File: config.mk
export PLATFORM = sky130hd
export DESIGN_NAME = wide_add_seq
export DESIGN_NICKNAME = d
export VERILOG_FILES = /design/src/rtl/wide_add_seq_pkg.sv /design/src/rtl/wide_add_seq_rca_digit.sv /design/src/rtl/wide_add_seq.sv
export SDC_FILE = /design/constraint.sdc
export NUM_CORES = 2
export LEC_CHECK = 0
export ABC_AREA = 1
export CAP_MARGIN = 10
export CORE_MARGIN = 8
export CORE_UTILIZATION = 48
export DETAILED_ROUTE_END_ITERATION = 6
export GPL_ROUTABILITY_DRIVEN = 1
export PLACE_DENSITY = 0.84
export SYNTH_ARGS = -nofsm -noshare
export SYNTH_HDL_FRONTEND = slang
export SYNTH_SLANG_ARGS = --single-unit
File: constraint.sdc
create_clock -name clk -period 26.8 [get_ports clk]
set_clock_uncertainty 0.05 [all_clocks]
set_input_delay 5.36 -clock clk [delete_from_list [all_inputs] [get_ports clk]]
set_output_delay 5.36 -clock clk [all_outputs]
set_load 0.05 [all_outputs]
File: src/rtl/wide_add_seq_pkg.sv
// Shared constants and state encoding for the
// wide sequential adder.
package wide_add_seq_pkg;

  localparam int DATA_W_DEF = 256;
  localparam int DIG_W_DEF  = 64;

  typedef enum logic [1:0] {
    IDLE = 2'd0,
    RUN  = 2'd1,
    FIN  = 2'd2
  } state_t;

endpackage

File: src/rtl/wide_add_seq_rca_digit.sv
// One-bit full adder cell and the digit-wide
// ripple-carry adder chained from it.
module fa_cell (
  input  logic a,
  input  logic b,
  input  logic ci,
  output logic s,
  output logic co
);

  assign s  = a ^ b ^ ci;
  assign co = (a & b) | (ci & (a ^ b));

endmodule

module rca_digit #(
  parameter int W = 64
) (
  input  logic [W-1:0] x,
  input  logic [W-1:0] y,
  input  logic         cin,
  output logic [W-1:0] s,
  output logic         cout
);

  logic [W:0] c;

  assign c[0] = cin;
  assign cout = c[W];

  for (genvar i = 0; i < W; i++) begin : g_bit
    fa_cell u_fa (
      .a  (x[i]),
      .b  (y[i]),
      .ci (c[i]),
      .s  (s[i]),
      .co (c[i+1])
    );
  end

endmodule

File: src/rtl/wide_add_seq.sv
// Digit-serial add/subtract: one DIG_W digit
// per cycle, LSB first, through one rca_digit.
module wide_add_seq
  import wide_add_seq_pkg::*;
#(
  parameter int DATA_W = DATA_W_DEF,
  parameter int DIG_W  = DIG_W_DEF
) (
  input  logic              clk,
  input  logic              reset,
  input  logic              start,
  input  logic              sub,
  input  logic [DATA_W-1:0] a,
  input  logic [DATA_W-1:0] b,
  output logic              busy,
  output logic              done,
  output logic [DATA_W-1:0] s,
  output logic              c_out
);

  localparam int NUM_DIG = DATA_W / DIG_W;
  localparam int CNT_W   = $clog2(NUM_DIG);
  localparam logic [CNT_W-1:0] LAST_K =
    CNT_W'(NUM_DIG - 1);

  state_t            state;
  state_t            state_nx;
  logic [DATA_W-1:0] a_q;
  logic [DATA_W-1:0] b_q;
  logic [DATA_W-1:0] s_q;
  logic [CNT_W-1:0]  k_q;
  logic              carry_q;
  logic [DIG_W-1:0]  x_dig;
  logic [DIG_W-1:0]  y_dig;
  logic [DIG_W-1:0]  sum_dig;
  logic              cout_dig;
  logic              last_k;

  assign last_k = (k_q == LAST_K);
  assign x_dig  = a_q[DIG_W*int'(k_q) +: DIG_W];
  assign y_dig  = b_q[DIG_W*int'(k_q) +: DIG_W];

  rca_digit #(
    .W (DIG_W)
  ) u_rca (
    .x    (x_dig),
    .y    (y_dig),
    .cin  (carry_q),
    .s    (sum_dig),
    .cout (cout_dig)
  );

  // State register.
  always_ff @(posedge clk or negedge reset) begin
    if (!reset) state <= IDLE;
    else        state <= state_nx;
  end

  // Next state and status outputs.
  always_comb begin
    state_nx = state;
    busy     = 1'b0;
    done     = 1'b0;
    unique case (state)
      IDLE: begin
        if (start) state_nx = RUN;
      end
      RUN: begin
        busy = 1'b1;
        if (last_k) state_nx = FIN;
      end
      FIN: begin
        busy     = 1'b1;
        done     = 1'b1;
        state_nx = IDLE;
      end
      default: state_nx = IDLE;
    endcase
  end

  // Operand capture and per-digit accumulate;
  // b is stored pre-inverted for subtract.
  always_ff @(posedge clk or negedge reset) begin
    if (!reset) begin
      a_q     <= '0;
      b_q     <= '0;
      s_q     <= '0;
      k_q     <= '0;
      carry_q <= 1'b0;
    end else begin
      unique case (state)
        IDLE: begin
          if (start) begin
            a_q     <= a;
            b_q     <= b ^ {DATA_W{sub}};
            k_q     <= '0;
            carry_q <= sub;
          end
        end
        RUN: begin
          s_q[DIG_W*int'(k_q) +: DIG_W] <= sum_dig;
          carry_q <= cout_dig;
          k_q     <= k_q + CNT_W'(1);
        end
        default: ;
      endcase
    end
  end

  assign s     = s_q;
  assign c_out = carry_q;

endmodule

==> qor.yml <==
cells_and_area:
  layout-drive-gt1-share: 0.0446
  mostFrequentLayoutCell: "nand2_1"
  num-nets-final: 6713
  most-common-layout-cells: "3031 x nand2_1, 772 x clkdlybuf4s50_1, 771 x dfrtp_1"
  layout.cell_area.non_filler_um2: 50700
  area_delta_synth_final_pct: 27.4
die:
  num_rows: 105
  starting_density_of_the_core: 0.485
  floorplan.die.width_um: 304
  io_pins: 775
  floorplan.die_area_um2: 92400
  fp.dieH_um: 304
  core_um2: 82100
detailed_routing:
  postRouteAntennaNets: 0
  drtIter0Drc: 4634
  detailroute.via_count: 39507
  avgViaCountPerCell: 5.42
  drt_pass1_iterations: 6
  remaining_drc_errors: 0
  routed_wire_length_per_instance_um: 20.9
  routed_wl_mm: 153
clocking:
  htree_levels: 3
  cts.sink_count: 773
  tritoncts: "built"
  number_of_clock_buffers_inserted_by_tritoncts: 82
  cts.clk_slew.worst_paths_ps: 60
  holdBufCountCts: 0
  clock-root-buffer: "clkbuf_16"
  clock_insertion_delay_worst_skew_ps: 640
  clock_path_buffers: 3
setup_path:
  path_max_fanout: 8
  cp-end-kind: "flop"
  logic_depth_of_the_worst_register_to_register_path: 83
  critPathLaunchType: "flop"
  rr_startpoint: "k_q[0]"
  timing.critical_path.slowest_cell_delay_ps: 550
  regToRegEndpoint: "s[255]"
  standard_cell_with_the_maximum_stage_delay_on_the_critical_path: "dfrtp_4"
  timing.critical_path.mode_cell: "fa_2"
  required_ps: 27280
  r2r_slack_ps: 700
  worst_ep_arrival_time_ps: 26580
  kind_of_critical_path: "flop to flop"
synthesis:
  ys_warn_count: 0
  library_cell_occupying_the_most_area_in_the_post_synthesis_netlist: "dfrtp_1"
  synth_top_area_frac: 0.486
  post_synthesis_instance_area_um2: 39800
  syn-instance-count: 5570
  synth_sequential_area_ratio: 0.486
  synthTopCellsByArea: "dfrtp_1 49%, nand2_1 29%, nand3_1 8.1%"
  netlist-cell-type-count: 21
  post_synth.cell_area_avg_um2: 7.15
  postSynthRegisterBits: 773
  synth.net_count: 6158
run:
  max-cap-violations: 0
global_route:
  grt_start_max_net_pins: 237
  global_route_wire_length_before_repair_mm: 231
  grt_use_total: 0.321
  via_count_of_the_first_global_routing_pass: 38078
  globalRoute.totalOverflow: 0
  antenna_found_initial: 32
  grt_util_met2: 0.475
  groute.layer.met3.usage: 0.0791
  global_route.usage.met1: 0.435
  global_route.peak_usage_layer: "met2"
sta:
  fmaxAchievable_mhz: 38.3
  hold_slack_ps: 427
  period_share: 0.974
  final-hold-violation-count: 0
  final_period_minus_worst_setup_slack_ps: 26100
  report.final.slew_viol_count: 0
  fin_ws_ps: 700
  fin_setup_tns_ps: 0
  final_number_of_setup_violating_endpoints: 0
  grt_setup_unrepaired: "false"
  slew_headroom: 0.0999
  max_slew.worst_pin.slew_ps: 1350
worst_hold_path:
  hold_path_end: "a_q[46]"
  worst_hold_startpoint: "a_q[46]"
  hold_path_class: "flop to flop"
  hold_depth: 2
placement:
  gp_routability_congestion: 0.957
  hpwl_mm: 108
  portBuffers: 774
  placed_instance_area_um2: 47800
  detailedPlace.worstSlack_ps: -943
pwr:
  power_leakage_nw: 26.6
  pwr_density_cell_nw_per_um2: 150
  ir_drop_v: 0.0000800
  fin_total_pwr_mw: 7.59
outcome:
  outcome: "finished, final reports clean"
through the flow:
step / utilization / instances
after global routing: 0.618 / 7285
after detailed placement: 0.582 / 7110
after global placement: 0.582 / 7110
final: 0.618 / 7289
after CTS: 0.617 / 7262
after floorplan: - / 5570
metal layers:
layer / part of all wire / routed length (um) / vias to the layer above
met5: 0.00050 / 76 / -
met4: 0.055 / 8360 / 12
met3: 0.11 / 16900 / 377
met2: 0.44 / 66700 / 2324
met1: 0.40 / 60500 / 18793
li1: - / - / 18001
where the power goes:
group	internal, mW	switching [mW]	leakage, nW	total, mW
clock network	0.695	0.494	1.37	1.19
registers	1.67	0.310	9.84	1.98
logic	1.41	3.01	15.4	4.42
total	3.78	3.81	26.6	7.59
sequential cells by signal (all words and copies together), names as in the netlist:
| name | count |
|---|---|
| c_out | 1 |
| state | 2 |
| s | 256 |
| k_q | 2 |
| a_q | 256 |
| b_q | 256 |
repair_timing:
action / 4_1_cts / 5_1_grt
cloned: 0 / 0
pin swaps: 8 / 22
buffers inserted: 1 / 0
gates resized for setup: 10 / 7
endpoints found under the setup margin: 17 / 13
cells by family after synthesis:
| group | Yosys count | share of synthesized area |
|---|---|---|
| buffers and inverters | 759 | 0.0807 |
| AND/OR/NAND/NOR | 3876 | 0.387 |
| flip-flops | 773 | 0.486 |
| AO/OA/AOI/OAI | 90 | 0.0113 |
| adder cells (fa/ha/maj) | 72 | 0.0347 |
how the worst max path moves through the flow:
| stage | startpoint | end | slack, ps | cells past startpoint |
|---|---|---|---|---|
| 2_1_floorplan | k_q[0] | s[255] | 8 | 86 |
| 3_3_place_gp | k_q[0] | s[63] | -730 | 83 |
| 3_5_place_dp | k_q[0] | s[255] | -940 | 83 |
| 4_1_cts | k_q[0] | s[255] | 30 | 83 |
| 5_1_grt | k_q[0] | s[255] | 60 | 83 |
| 6_report | k_q[0] | s[255] | 700 | 83 |
Yosys cell counts, drive strengths merged:
master and number:
nand3 647, fa 64, inv 404, buf 247, dfrtp 773, clkbuf 108, o21ai 90, nand2 3036
nor2 179, ha 8, or2 14
area by class of cell:
cell class / count / area [um^2]
Antenna cell: 27 / 67.6
Clock buffer: 113 / 2350
Clock inverter: 38 / 453
Fill cell: 7082 / 31400
Inverter: 404 / 1540
Multi-Input combinational cell: 4038 / 17400
Sequential cell: 773 / 19400
Tap cell: 1070 / 1340
Timing Repair Buffer: 826 / 8210
critical path, delay by kind of cell, from the launching register on:
family | cells | cell delay, ps
adders and majority gates | 64 | 24000
buffers and inverters | 13 | 950
DFF | 1 | 550
and+or+nand+nor | 6 | 450
(Power assumes the default switching activity.)
